[config.mk]
export PLATFORM = sky130hd
export DESIGN_NAME = mod_counter_disp_flat
export DESIGN_NICKNAME = d
export VERILOG_FILES = /design/src/rtl/mod_counter_disp_if.sv /design/src/rtl/mod_counter_disp.sv /design/src/flat_wrapper.sv
export SDC_FILE = /design/constraint.sdc
export NUM_CORES = 1
export LEC_CHECK = 0
export BUFFER_PORTS_ARGS = -buffer_cell sky130_fd_sc_hd__buf_2
export CAP_MARGIN = 25
export CORE_UTILIZATION = 43
export DETAILED_ROUTE_END_ITERATION = 10
export PLACE_DENSITY = 0.74
export SETUP_SLACK_MARGIN = 0.02
export SLEW_MARGIN = 30
export SYNTH_ARGS = -nofsm -noshare
export SYNTH_HDL_FRONTEND = slang
export SYNTH_SLANG_ARGS = --single-unit
[constraint.sdc]
create_clock -name CLK -period 2 [get_ports CLK]
set_input_delay 0.1 -clock CLK [delete_from_list [all_inputs] [get_ports CLK]]
set_output_delay 0.1 -clock CLK [all_outputs]
set_load 0.005 [all_outputs]
[src/rtl/mod_counter_disp_if.sv]
// Control and readout bundle for mod_counter_disp.
// The slave side is the counter; the master side is the lab top level.
interface mod_counter_disp_if #(
   parameter int unsigned WIDTH = 3
);
   logic             iEn;
   logic             iUp;
   logic             iLoad;
   logic [WIDTH-1:0] iLoadVal;
   logic [WIDTH-1:0] oQ;
   logic             oTick;
   logic             oTC;
   logic [6:0]       oDisplay;

   modport master (
      output iEn, iUp, iLoad, iLoadVal,
      input  oQ, oTick, oTC, oDisplay
   );

   modport slave (
      input  iEn, iUp, iLoad, iLoadVal,
      output oQ, oTick, oTC, oDisplay
   );
endinterface

[src/rtl/mod_counter_disp.sv]
// Modulo-N up/down counter with clock-enable prescaler, load, wrap/saturate ends,
// terminal-count pulse and an active-low 7-segment readout of the low nibble.
module mod_counter_disp #(
   parameter int unsigned WIDTH    = 3,
   parameter int unsigned MODULUS  = 8,
   parameter int unsigned DIV      = 1,
   parameter bit          SATURATE = 1'b0
) (
   input logic               CLK,
   input logic               Rst,
   mod_counter_disp_if.slave bus
);

   localparam logic [WIDTH-1:0] MaxVal = WIDTH'(MODULUS - 1);

   logic             step;
   logic [WIDTH-1:0] q_q, q_d;
   logic             tick_q, tick_d;
   logic             tc_q, tc_d;
   logic [6:0]       disp_q, disp_d;

   function automatic logic [6:0] seg7(input logic [3:0] nib);
      logic [6:0] s;
      case (nib)
         4'h0:    s = 7'h40;
         4'h1:    s = 7'h79;
         4'h2:    s = 7'h24;
         4'h3:    s = 7'h30;
         4'h4:    s = 7'h19;
         4'h5:    s = 7'h12;
         4'h6:    s = 7'h02;
         4'h7:    s = 7'h78;
         4'h8:    s = 7'h00;
         4'h9:    s = 7'h10;
         4'hA:    s = 7'h08;
         4'hB:    s = 7'h03;
         4'hC:    s = 7'h46;
         4'hD:    s = 7'h21;
         4'hE:    s = 7'h06;
         default: s = 7'h0E;
      endcase
      return s;
   endfunction

   // With DIV=1 every enabled clock is a step, so no prescaler state exists.
   generate
      if (DIV == 1) begin : g_nodiv
         assign step = bus.iEn;
      end else begin : g_div
         localparam int unsigned   PW     = $clog2(DIV);
         localparam logic [PW-1:0] PreMax = PW'(DIV - 1);

         logic [PW-1:0] pre_q, pre_d;

         assign step = bus.iEn && (pre_q == PreMax);

         always_comb begin
            pre_d = pre_q;
            if (bus.iLoad) begin
               pre_d = '0;
            end else if (bus.iEn) begin
               pre_d = (pre_q == PreMax) ? '0 : pre_q + PW'(1);
            end
         end

         always_ff @(posedge CLK or posedge Rst) begin
            if (Rst) begin
               pre_q <= '0;
            end else begin
               pre_q <= pre_d;
            end
         end
      end
   endgenerate

   always_comb begin
      q_d    = q_q;
      tick_d = 1'b0;
      tc_d   = 1'b0;
      if (bus.iLoad) begin
         q_d = (bus.iLoadVal > MaxVal) ? MaxVal : bus.iLoadVal;
      end else if (step) begin
         tick_d = 1'b1;
         if (bus.iUp) begin
            if (q_q == MaxVal) begin
               tc_d = 1'b1;
               q_d  = SATURATE ? q_q : '0;
            end else begin
               q_d = q_q + WIDTH'(1);
            end
         end else begin
            if (q_q == '0) begin
               tc_d = 1'b1;
               q_d  = SATURATE ? q_q : MaxVal;
            end else begin
               q_d = q_q - WIDTH'(1);
            end
         end
      end
      // Decode from the next count so the segments change on the same edge as oQ.
      disp_d = seg7(4'(q_d));
   end

   always_ff @(posedge CLK or posedge Rst) begin
      if (Rst) begin
         q_q    <= '0;
         tick_q <= 1'b0;
         tc_q   <= 1'b0;
         disp_q <= 7'h40;
      end else begin
         q_q    <= q_d;
         tick_q <= tick_d;
         tc_q   <= tc_d;
         disp_q <= disp_d;
      end
   end

   assign bus.oQ       = q_q;
   assign bus.oTick    = tick_q;
   assign bus.oTC      = tc_q;
   assign bus.oDisplay = disp_q;

endmodule

[src/flat_wrapper.sv]
// flat-port wrapper written by rule: the top's interface ports become plain ports
module mod_counter_disp_flat 
#(
   parameter int unsigned WIDTH    = 3,
   parameter int unsigned MODULUS  = 8,
   parameter int unsigned DIV      = 1,
   parameter bit          SATURATE = 1'b0
)
  (CLK, Rst, bus_iEn, bus_iUp, bus_iLoad, bus_iLoadVal, bus_oQ, bus_oTick, bus_oTC, bus_oDisplay);
  mod_counter_disp_if #(.WIDTH(WIDTH)) bus_i ();
  input logic CLK;
  input logic Rst;
  input wire logic [$bits(bus_i.iEn)-1:0] bus_iEn;
  input wire logic [$bits(bus_i.iUp)-1:0] bus_iUp;
  input wire logic [$bits(bus_i.iLoad)-1:0] bus_iLoad;
  input wire logic [$bits(bus_i.iLoadVal)-1:0] bus_iLoadVal;
  output wire logic [$bits(bus_i.oQ)-1:0] bus_oQ;
  output wire logic [$bits(bus_i.oTick)-1:0] bus_oTick;
  output wire logic [$bits(bus_i.oTC)-1:0] bus_oTC;
  output wire logic [$bits(bus_i.oDisplay)-1:0] bus_oDisplay;
  assign bus_i.iEn = bus_iEn;
  assign bus_i.iUp = bus_iUp;
  assign bus_i.iLoad = bus_iLoad;
  assign bus_i.iLoadVal = bus_iLoadVal;
  assign bus_oQ = bus_i.oQ;
  assign bus_oTick = bus_i.oTick;
  assign bus_oTC = bus_i.oTC;
  assign bus_oDisplay = bus_i.oDisplay;
  mod_counter_disp #(.WIDTH(WIDTH), .MODULUS(MODULUS), .DIV(DIV), .SATURATE(SATURATE)) u_core (.CLK(CLK), .Rst(Rst), .bus(bus_i));
endmodule
==> results of run 1 <==
==> flip-flops by register name (all words and copies together) (netlist names) <==
| name | flops |
|---|---|
| u_core.bus.oTick | 1 |
| u_core.bus.oTC | 1 |
| u_core.bus.oDisplay | 7 |
| u_core.bus.oQ | 3 |
==> cells in the mapped netlist, drive strengths merged <==
master,n,area (sq um)
dfrtp,11,275
ha,9,113
inv,9,33.8
mux2i,4,40.0
mux2,3,45.0
a21oi,2,10.0
a221oi,2,23.8
nand2,2,7.51
nor2,2,7.51
a211oi,1,7.51
buf,1,7.51
dfstp,1,26.3
nand2b,1,6.26
nor2b,1,6.26
nor3,1,5.00
o31ai,1,21.3
or3,1,6.26
or3b,1,8.76
xor2,1,8.76
==> how the worst min path moves through the flow <==
stage | start | to | slack (ns)
CTS | bus_iLoadVal[1] | u_core.bus.oQ[1] | 0.14
finish | bus_iLoadVal[1] | u_core.bus.oQ[1] | 0.14
global placement | Rst | u_core.bus.oDisplay[2] | 0.11
floorplan | Rst | u_core.bus.oDisplay[0] | -0.04
global route | bus_iLoadVal[1] | u_core.bus.oQ[1] | 0.15
detailed placement | Rst | u_core.bus.oDisplay[2] | 0.12
==> cells by family (layout without fill, tap and decap cells) <==
logic type | count (synthesis) | after routing | synth area share
and+or+nand+nor | 9 | 9 | 0.0721
AOI/OAI and AO/OA | 6 | 6 | 0.0949
DFF | 12 | 12 | 0.457
muxes | 7 | 7 | 0.129
adders and majority gates | 9 | 9 | 0.171
buffers and inverters | 10 | 41 | 0.0626
xor gates and xnor gates | 1 | 1 | 0.0133
==> critical path, cell delays in order, from the launching register on <==
cell and delay, ns:
dfrtp_1 0.39, inv_2 0.09, ha_4 0.13, or3b_4 0.37, a221oi_2 0.24, a211oi_2 0.09, ha_1 0.30, mux2_4 0.26
==> final cells by class <==
class | instances | area, sq um
Inverter | 9 | 33.8
Multi-Input combinational cell | 32 | 374
Tap cell | 15 | 18.8
Sequential cell | 12 | 302
Clock buffer | 4 | 26.3
Timing Repair Buffer | 28 | 169
Fill cell | 108 | 443
==> metal layers <==
layer,up-vias,part of all wire
met1,219,0.46
met4,0,0.020
met5,-,0
met2,15,0.47
met3,5,0.048
li1,242,-
==> cell usage in the layout (no fill, tap or decap) <==
| cell | count |
|---|---|
| dfstp_2 | 1 |
| a221oi_2 | 1 |
| nand2_1 | 2 |
| ha_1 | 4 |
| a211oi_2 | 1 |
| or3b_4 | 1 |
| mux2i_1 | 4 |
| ha_4 | 2 |
| mux2_4 | 3 |
| or3_1 | 1 |
| a221oi_4 | 1 |
| nor3_1 | 1 |
| buf_6 | 1 |
| clkbuf_1 | 1 |
| o31ai_4 | 1 |
| xor2_1 | 1 |
| nor2_1 | 2 |
| buf_2 | 19 |
| a21oi_1 | 2 |
| inv_2 | 2 |
| dfrtp_1 | 11 |
| clkbuf_4 | 3 |
| nor2b_1 | 1 |
| ha_2 | 3 |
| inv_1 | 7 |
| dlygate4sd3_1 | 1 |
| nand2b_1 | 1 |
| buf_4 | 7 |
==> timing repair <==
| action | 4_1_cts | 5_1_grt |
|---|---|---|
| pin swaps | 3 | 1 |
| endpoints found under the setup margin | 2 | 5 |
| gates resized for setup | 0 | 6 |
| endpoints found under the hold margin | 11 | 0 |
| hold buffers | 1 | 0 |
| setup buffers | 1 | 3 |
==> power by group through the flow <==
stage                     Combinational, mW  Clock, mW  Sequential, mW
after floorplan                       0.141          0           0.316
after global placement                0.238          0           0.305
after detailed placement              0.243          0           0.308
after CTS                             0.250      0.160           0.303
after global routing                  0.312      0.168           0.308
final                                 0.276      0.156           0.303
==> impl_metrics.tcl, run 1 <==
set metrics [dict create \
    drc 0 \
    syn_area_per_cell_sq_um 12.2 \
    comb_power_share 0.376 \
    layout_setup_ws_ns 0.0233 \
    final_hold_viol_count 0 \
    grtUsageMet2 0.250 \
    start_kind "flop" \
    p_clk_frac 0.213 \
    antenna_found_initial 0 \
    setup-tns-final_ns 0 \
    grt.busiest_layer "met2" \
    final.min_clock_period_ns 1.98 \
    crit_required_ns 2.16 \
    cts_tree "built" \
    dieArea_sq_um 1690 \
    cts_buffers 3 \
    dpl.cell_count 91 \
    layout.nets 103 \
    finalNonFillerCells 100 \
    peakVddDrop_mv 0.382 \
    place_congestion 0.729 \
    core-area_sq_um 1370 \
    reg2reg_depth 7 \
    p_int_uw 514 \
    synthesis.area_sq_um 659 \
    htree_levels 1 \
    utilization 0.676 \
    critPathMaxFanout 4 \
    grt_pass1_wl_um 1640 \
    area_growth_pct 40.0 \
    rows 13 \
    synth.distinct_cells 20 \
    status "complete, no violations" \
    r2r-start "u_core.bus.oQ[0]" \
    grt-ovfl-total 0 \
    root_buffer "clkbuf_4" \
    critPathCapture "u_core.bus.oDisplay[3]" \
    max-cap-violations 0 \
    maxSlewHeadroom 0.708 \
    drtIter0Drc 8 \
    syn_nets 71 \
    arrival_ns 2.14 \
    hpwl_um 858 \
    hold_depth 3 \
    clkTransAtPathRegs_ns 0.07 \
    synth_seq_cells 12 \
    ctsLongestPathBuffers 2 \
    design_area_sq_um 923 \
    yosys_warnings 0 \
    grtUsageTotal 0.164 \
    totalPowerFinal_uw 735 \
    setup_viol 0 \
    initial_core_util 0.483 \
    dr_total_vias 481 \
    avgRoutedWirePerCell_um 11.7 \
    place.port_buffers 19 \
    max_freq_ghz 0.506 \
    placed_area_sq_um 822 \
    hold_class "in -> reg" \
    final.setup_skew_ns 0.00385 \
    ioPinCount 20 \
    wl_um 1170 \
    post-place-ws_ns -0.0156 \
    drv_slew 0 \
    critPathKind "reg -> reg" \
    die_w_um 41.2 \
    hold_slack_ns 0.144 \
    swShare 0.300 \
    clk_latency_ns 0.27 \
    syn_inst 54 \
    rsz0062_at_grt "true" \
    cts.sinks 12 \
    endpoint_kind "flop" \
    grt_util_met3 0.0815 \
    r2r_slack_ns 0.02 \
    fin_crit_sh 0.988 \
    ys_seq_area_frac 0.457 \
    drt_first_pass_iters 4 \
    power.leakage_nw 0.486 \
    grt_pass1_vias 389 \
    dieHeight_um 41.2 \
    viasPerCell 4.81 \
    layout-drive-gt1-share 0.541 \
    grt_max_degree 13 \
    power.density_nw_per_um2 796 \
    grt_util_met1 0.183 \
    diodes 0 \
    r2r-end "u_core.bus.oDisplay[3]" \
    p_sw_uw 221 \
    worst_pin_slew_ns 0.437 \
    seq_power_share 0.412 \
    startpoint "u_core.bus.oQ[0]" \
    ant_nets 0 \
]
Power figures use the tool's default switching activity.
==> run 2, diff against run 1 <==
- CORE_UTILIZATION: 43 -> 46
- CTS_BUF_LIST: not set -> sky130_fd_sc_hd__clkbuf_8
- PLACE_DENSITY: 0.74 -> 0.79
- SLEW_MARGIN: 30 -> not set
==> impl_metrics.tcl, run 2 (synthesis gave the netlist of run 1 again) <==
set metrics [dict create \
    status "finished with violations" \
    violations "negative setup slack" \
    max-cap-violations 0 \
    rows 13 \
    fill_cells 87 \
    htree_levels 1 \
    die_w_um 39.9 \
    layout_setup_ws_ns -0.0266 \
    grt_pass1_wl_um 1840 \
    dpl.cell_count 91 \
    p_sw_uw 235 \
    p_int_uw 574 \
    max_freq_ghz 0.493 \
    critPathKind "reg -> reg" \
    grt-ovfl-total 0 \
    antenna_found_initial 0 \
    crit_required_ns 2.12 \
    final.min_clock_period_ns 2.03 \
    cts_buffers 3 \
    grt.busiest_layer "met2" \
    wl_um 1350 \
    hold_class "in -> reg" \
    power.density_nw_per_um2 855 \
    comb_power_share 0.359 \
    grt_util_met1 0.204 \
    diodes 0 \
    largest_reg_flops 7 \
    critPathMaxFanout 5 \
    arrival_ns 2.15 \
    final_hold_viol_count 0 \
    cts_tree "built" \
    finalNonFillerCells 100 \
    root_buffer "clkbuf_8" \
    hpwl_um 887 \
    p_clk_frac 0.267 \
    worst_pin_slew_ns 0.518 \
    drt_first_pass_iters 4 \
    fin_crit_sh 1.01 \
    seq_power_share 0.374 \
    mostFrequentLayoutCells "buf_2 (19), dfrtp_1 (11), buf_4 (8)" \
    totalPowerFinal_uw 810 \
    drc 0 \
    dieArea_sq_um 1590 \
    peakVddDrop_mv 0.589 \
    maxSlewHeadroom 0.655 \
    drv_slew 0 \
    final.setup_skew_ns 0.00493 \
    hold_slack_ns 0.189 \
    dr_total_vias 474 \
    drtIter0Drc 8 \
    setup-tns-final_ns -0.0266 \
    setup_viol 1 \
    layout_commonest_cell "buf_2" \
    place.port_buffers 19 \
    ioPinCount 20 \
    ant_nets 0 \
    swShare 0.291 \
    layout-drive-gt1-share 0.553 \
    cts.sinks 12 \
    clk_latency_ns 0.24 \
    place_congestion 0.888 \
    grtUsageTotal 0.191 \
    initial_core_util 0.500 \
    grtUsageMet2 0.331 \
    avgRoutedWirePerCell_um 13.5 \
    grt_pass1_vias 418 \
    viasPerCell 4.74 \
    area_growth_pct 43.6 \
    rsz0062_at_grt "true" \
    utilization 0.719 \
    start_kind "flop" \
    clkTransAtPathRegs_ns 0.05 \
    power.leakage_nw 0.495 \
    ctsLongestPathBuffers 2 \
    grt_util_met3 0.0852 \
    grt_max_degree 13 \
    layout.nets 103 \
    core-area_sq_um 1320 \
    dieHeight_um 39.9 \
    endpoint_kind "flop" \
]
[run 2: cell types whose count changed in the layout (fill, tap and decap cells not counted), moves of 2 or more]
cell	before	now
clkbuf_4	3	0
clkbuf_8	0	3
ha_4	2	4
ha_2	3	1
[run 2: per-layer routing]
metal  part of all wire  wire length [um]
met3              0.043                58
met4             0.0052                 7
met1               0.41               554
met2               0.54               733
met5                  0                 0
[run 2: area by class of cell]
type / count / area (sq um) / area share
inverters: 9 / 33.8 / 0.0357
repair buffers: 28 / 165 / 0.174
clock inverters: 1 / 3.75 / 0.00396
multi-input cells: 32 / 383 / 0.404
flip-flops and latches: 12 / 302 / 0.318
well taps: 15 / 18.8 / 0.0198
clock buffers: 3 / 41.3 / 0.0436
[run 2: critical path: stages (launching register included)]
cell and delay (ns):
dfrtp_1 0.38, inv_2 0.10, ha_4 0.14, or3b_4 0.38
a221oi_2 0.26, a211oi_2 0.10, ha_1 0.31, mux2_4 0.26
[run 2: repair_timing]
item                                    CTS  global route
gates resized for setup                   2             6
gates cloned                              0             0
pin swaps                                 6             4
buffers inserted                          6             0
hold buffers                              1             0
endpoints found under the setup margin    3             4
hold endpoints to repair                 11             0
[run 2: per-stage QoR]
stage / setup WS [ns] / cell area [sq um]
2_1_floorplan: -0.00232 / 686
3_3_place_gp: 0.0102 / 822
3_5_place_dp: -0.0522 / 822
4_1_cts: -0.0365 / 912
5_1_grt: -0.0850 / 947
6_report: -0.0266 / 947
[run 2: path summary, 6_finish.rpt]
kind,start,to,slack [ns],cells after the start
setup / recovery,u_core.bus.oQ[1],u_core.bus.oDisplay[3],-0.03,7
hold reg to reg,u_core.bus.oQ[2],u_core.bus.oTC,0.81,3
max in group asynchronous,Rst,u_core.bus.oDisplay[6],1.25,3
setup reg to reg,u_core.bus.oQ[1],u_core.bus.oDisplay[3],-0.03,7
hold / removal,bus_iUp,u_core.bus.oTC,0.19,3
min in group asynchronous,Rst,u_core.bus.oDisplay[1],0.41,3
[run 2: power by group through the flow]
stage / clock network (mW) / registers, mW / logic (mW)
floorplan: 0 / 0.316 / 0.141
global placement: 0 / 0.305 / 0.233
detailed placement: 0 / 0.307 / 0.244
CTS: 0.223 / 0.302 / 0.268
global route: 0.238 / 0.307 / 0.322
finish: 0.216 / 0.303 / 0.291
==> run 3, diff against run 2 <==
--- a/config.mk
+++ b/config.mk
@@ -12,4 +12,5 @@
 export DETAILED_ROUTE_END_ITERATION = 10
 export PLACE_DENSITY = 0.79
+export REMOVE_ABC_BUFFERS = 1
 export SETUP_SLACK_MARGIN = 0.02
 export SYNTH_ARGS = -nofsm -noshare
==> constraint.sdc (replaced) <==
create_clock -name CLK -period 2 [get_ports CLK]
set_input_delay 0.1 -clock CLK [delete_from_list [all_inputs] [get_ports CLK]]
set_output_delay 0.1 -clock CLK [all_outputs]
set_load 0.1 [all_outputs]
==> impl_metrics.tcl, run 3 (synthesis gave the netlist of run 1 again) <==
set metrics [dict create \
    drt_first_pass_iters 4 \
    grt-ovfl-total 0 \
    place_congestion 0.803 \
    worst_pin_slew_ns 0.513 \
    mostFrequentLayoutCells "buf_2 (19), buf_4 (14), dfrtp_1 (11)" \
    layout_setup_ws_ns -0.0821 \
    grt_pass1_vias 478 \
    viasPerCell 4.98 \
    endpoint_kind "flop" \
    die_w_um 39.9 \
    largest_reg_flops 7 \
    critPathMaxFanout 5 \
    power.leakage_nw 0.547 \
    crit_family "flip-flops" \
    cts.sinks 12 \
    drtIter0Drc 10 \
    area_growth_pct 64.1 \
    final.min_clock_period_ns 2.08 \
    wl_um 1730 \
    violations "negative setup slack" \
    arrival_ns 2.21 \
    grt_pass1_wl_um 2330 \
    rsz0062_at_grt "true" \
    crit_chain "inv_2 -> buf_4 -> ha_4 -> or3_4 -> a221oi_4 -> o31ai_4 -> buf_6 -> mux2_4" \
    placed_area_sq_um 818 \
    cp_slowest_cell "dfrtp_1" \
    final_hold_viol_count 0 \
    core-area_sq_um 1320 \
    ioPinCount 20 \
    slowest_delay_ns 0.41 \
    max-cap-violations 0 \
    avgRoutedWirePerCell_um 15.9 \
    setup_viol 5 \
    layout-drive-gt1-share 0.660 \
    r2r-end "u_core.bus.oDisplay[3]" \
    diodes 0 \
    setup-tns-final_ns -0.231 \
    rows 13 \
    min_to "u_core.bus.oTick" \
    final.setup_skew_ns 0.00115 \
    status "finished with violations" \
    reg2reg_depth 8 \
    min_from "bus_iEn" \
    layout.nets 112 \
    post-place-ws_ns -0.260 \
    clk_latency_ns 0.25 \
    hold_class "in -> reg" \
    initial_core_util 0.500 \
    clkTransAtPathRegs_ns 0.05 \
    hold_depth 3 \
    start_kind "flop" \
    ctsLongestPathBuffers 2 \
    critPathKind "reg -> reg" \
    htree_levels 1 \
    design_area_sq_um 1080 \
    layout_commonest_cell "buf_2" \
    cts_buffers 3 \
    dr_total_vias 543 \
    crit_required_ns 2.13 \
    r2r_slack_ns -0.08 \
    grtUsageTotal 0.241 \
    fin_crit_sh 1.04 \
    ant_nets 0 \
    dieHeight_um 39.9 \
    max_freq_ghz 0.480 \
    antenna_found_initial 0 \
    cts_tree "built" \
    grt_max_degree 13 \
    regArea_sq_um 302 \
    peakVddDrop_mv 0.676 \
    place.port_buffers 19 \
    fill_cells 63 \
    r2r-start "u_core.bus.oQ[0]" \
    drc 0 \
    hpwl_um 877 \
    maxSlewHeadroom 0.660 \
    dieArea_sq_um 1590 \
    power.density_nw_per_um2 1160 \
    root_buffer "clkbuf_8" \
    crit_buf_inv 3 \
    multiInputGateArea_sq_um 427 \
    drv_slew 0 \
]
run 3: changes by cell type in the layout (fill, tap and decap cells not counted):
| cell | change |
|---|---|
| inv_1 | -2 |
| or3_1 | -1 |
| clkbuf_8 | +1 |
| a221oi_4 | +1 |
| ha_4 | +2 |
| a221oi_2 | -1 |
| ha_1 | -3 |
| buf_4 | +6 |
| ha_2 | +1 |
| buf_6 | +3 |
| inv_4 | +1 |
| or3_4 | +1 |
run 3: repair_timing:
| item | 4_1_cts | 5_1_grt |
|---|---|---|
| pin swaps | 8 | 4 |
| endpoints found under the hold margin | 11 | 0 |
| setup buffers | 5 | 6 |
| endpoints found under the setup margin | 7 | 5 |
| resized for setup | 10 | 17 |
| hold buffers | 1 | 0 |
run 3: per-stage QoR:
step	cells	power (mW)	util	hold slack (ns)
floorplan	53	0.745	-	-0.0360
global placement	94	0.851	0.621	0.112
detailed placement	94	0.858	0.621	0.129
CTS	104	1.17	0.730	0.176
global route	109	1.31	0.821	0.233
finish	109	1.25	0.821	0.208
run 3: area by class of cell:
cell class / count / share of cell area
timing repair buffer: 37 / 0.225
tap: 15 / 0.0173
multi-input combinational: 32 / 0.394
inverter: 9 / 0.0335
clock buffer: 4 / 0.0509
sequential: 12 / 0.279
run 3: worst min-delay path: stages:
cell	delay (ns)
buf_2	0.13
nand2b_1	0.11
inv_1	0.07
run 3: power by group:
| group | switching [mW] | leakage (nW) | internal [mW] |
|---|---|---|---|
| combinational | 0.474 | 0.371 | 0.202 |
| clock | 0.0972 | 0.0288 | 0.174 |
| sequential | 0.0187 | 0.148 | 0.287 |
run 3: how the worst max path moves through the flow:
stage                          start                endpoint  depth (start not counted)
floorplan           u_core.bus.oQ[0]  u_core.bus.oDisplay[0]                          8
global placement    u_core.bus.oQ[0]  u_core.bus.oDisplay[3]                          7
detailed placement  u_core.bus.oQ[0]  u_core.bus.oDisplay[3]                          8
CTS                 u_core.bus.oQ[1]  u_core.bus.oDisplay[3]                          7
global route        u_core.bus.oQ[0]  u_core.bus.oDisplay[3]                          8
finish              u_core.bus.oQ[0]  u_core.bus.oDisplay[3]                          8
run 3: per-layer routing:
metal  wire (um)  part of all wire  GRT usage
met3          80             0.046     0.0682
met4          75             0.043      0.155
met5           0                 0          0
met1         737              0.43      0.289
met2         836              0.48      0.367
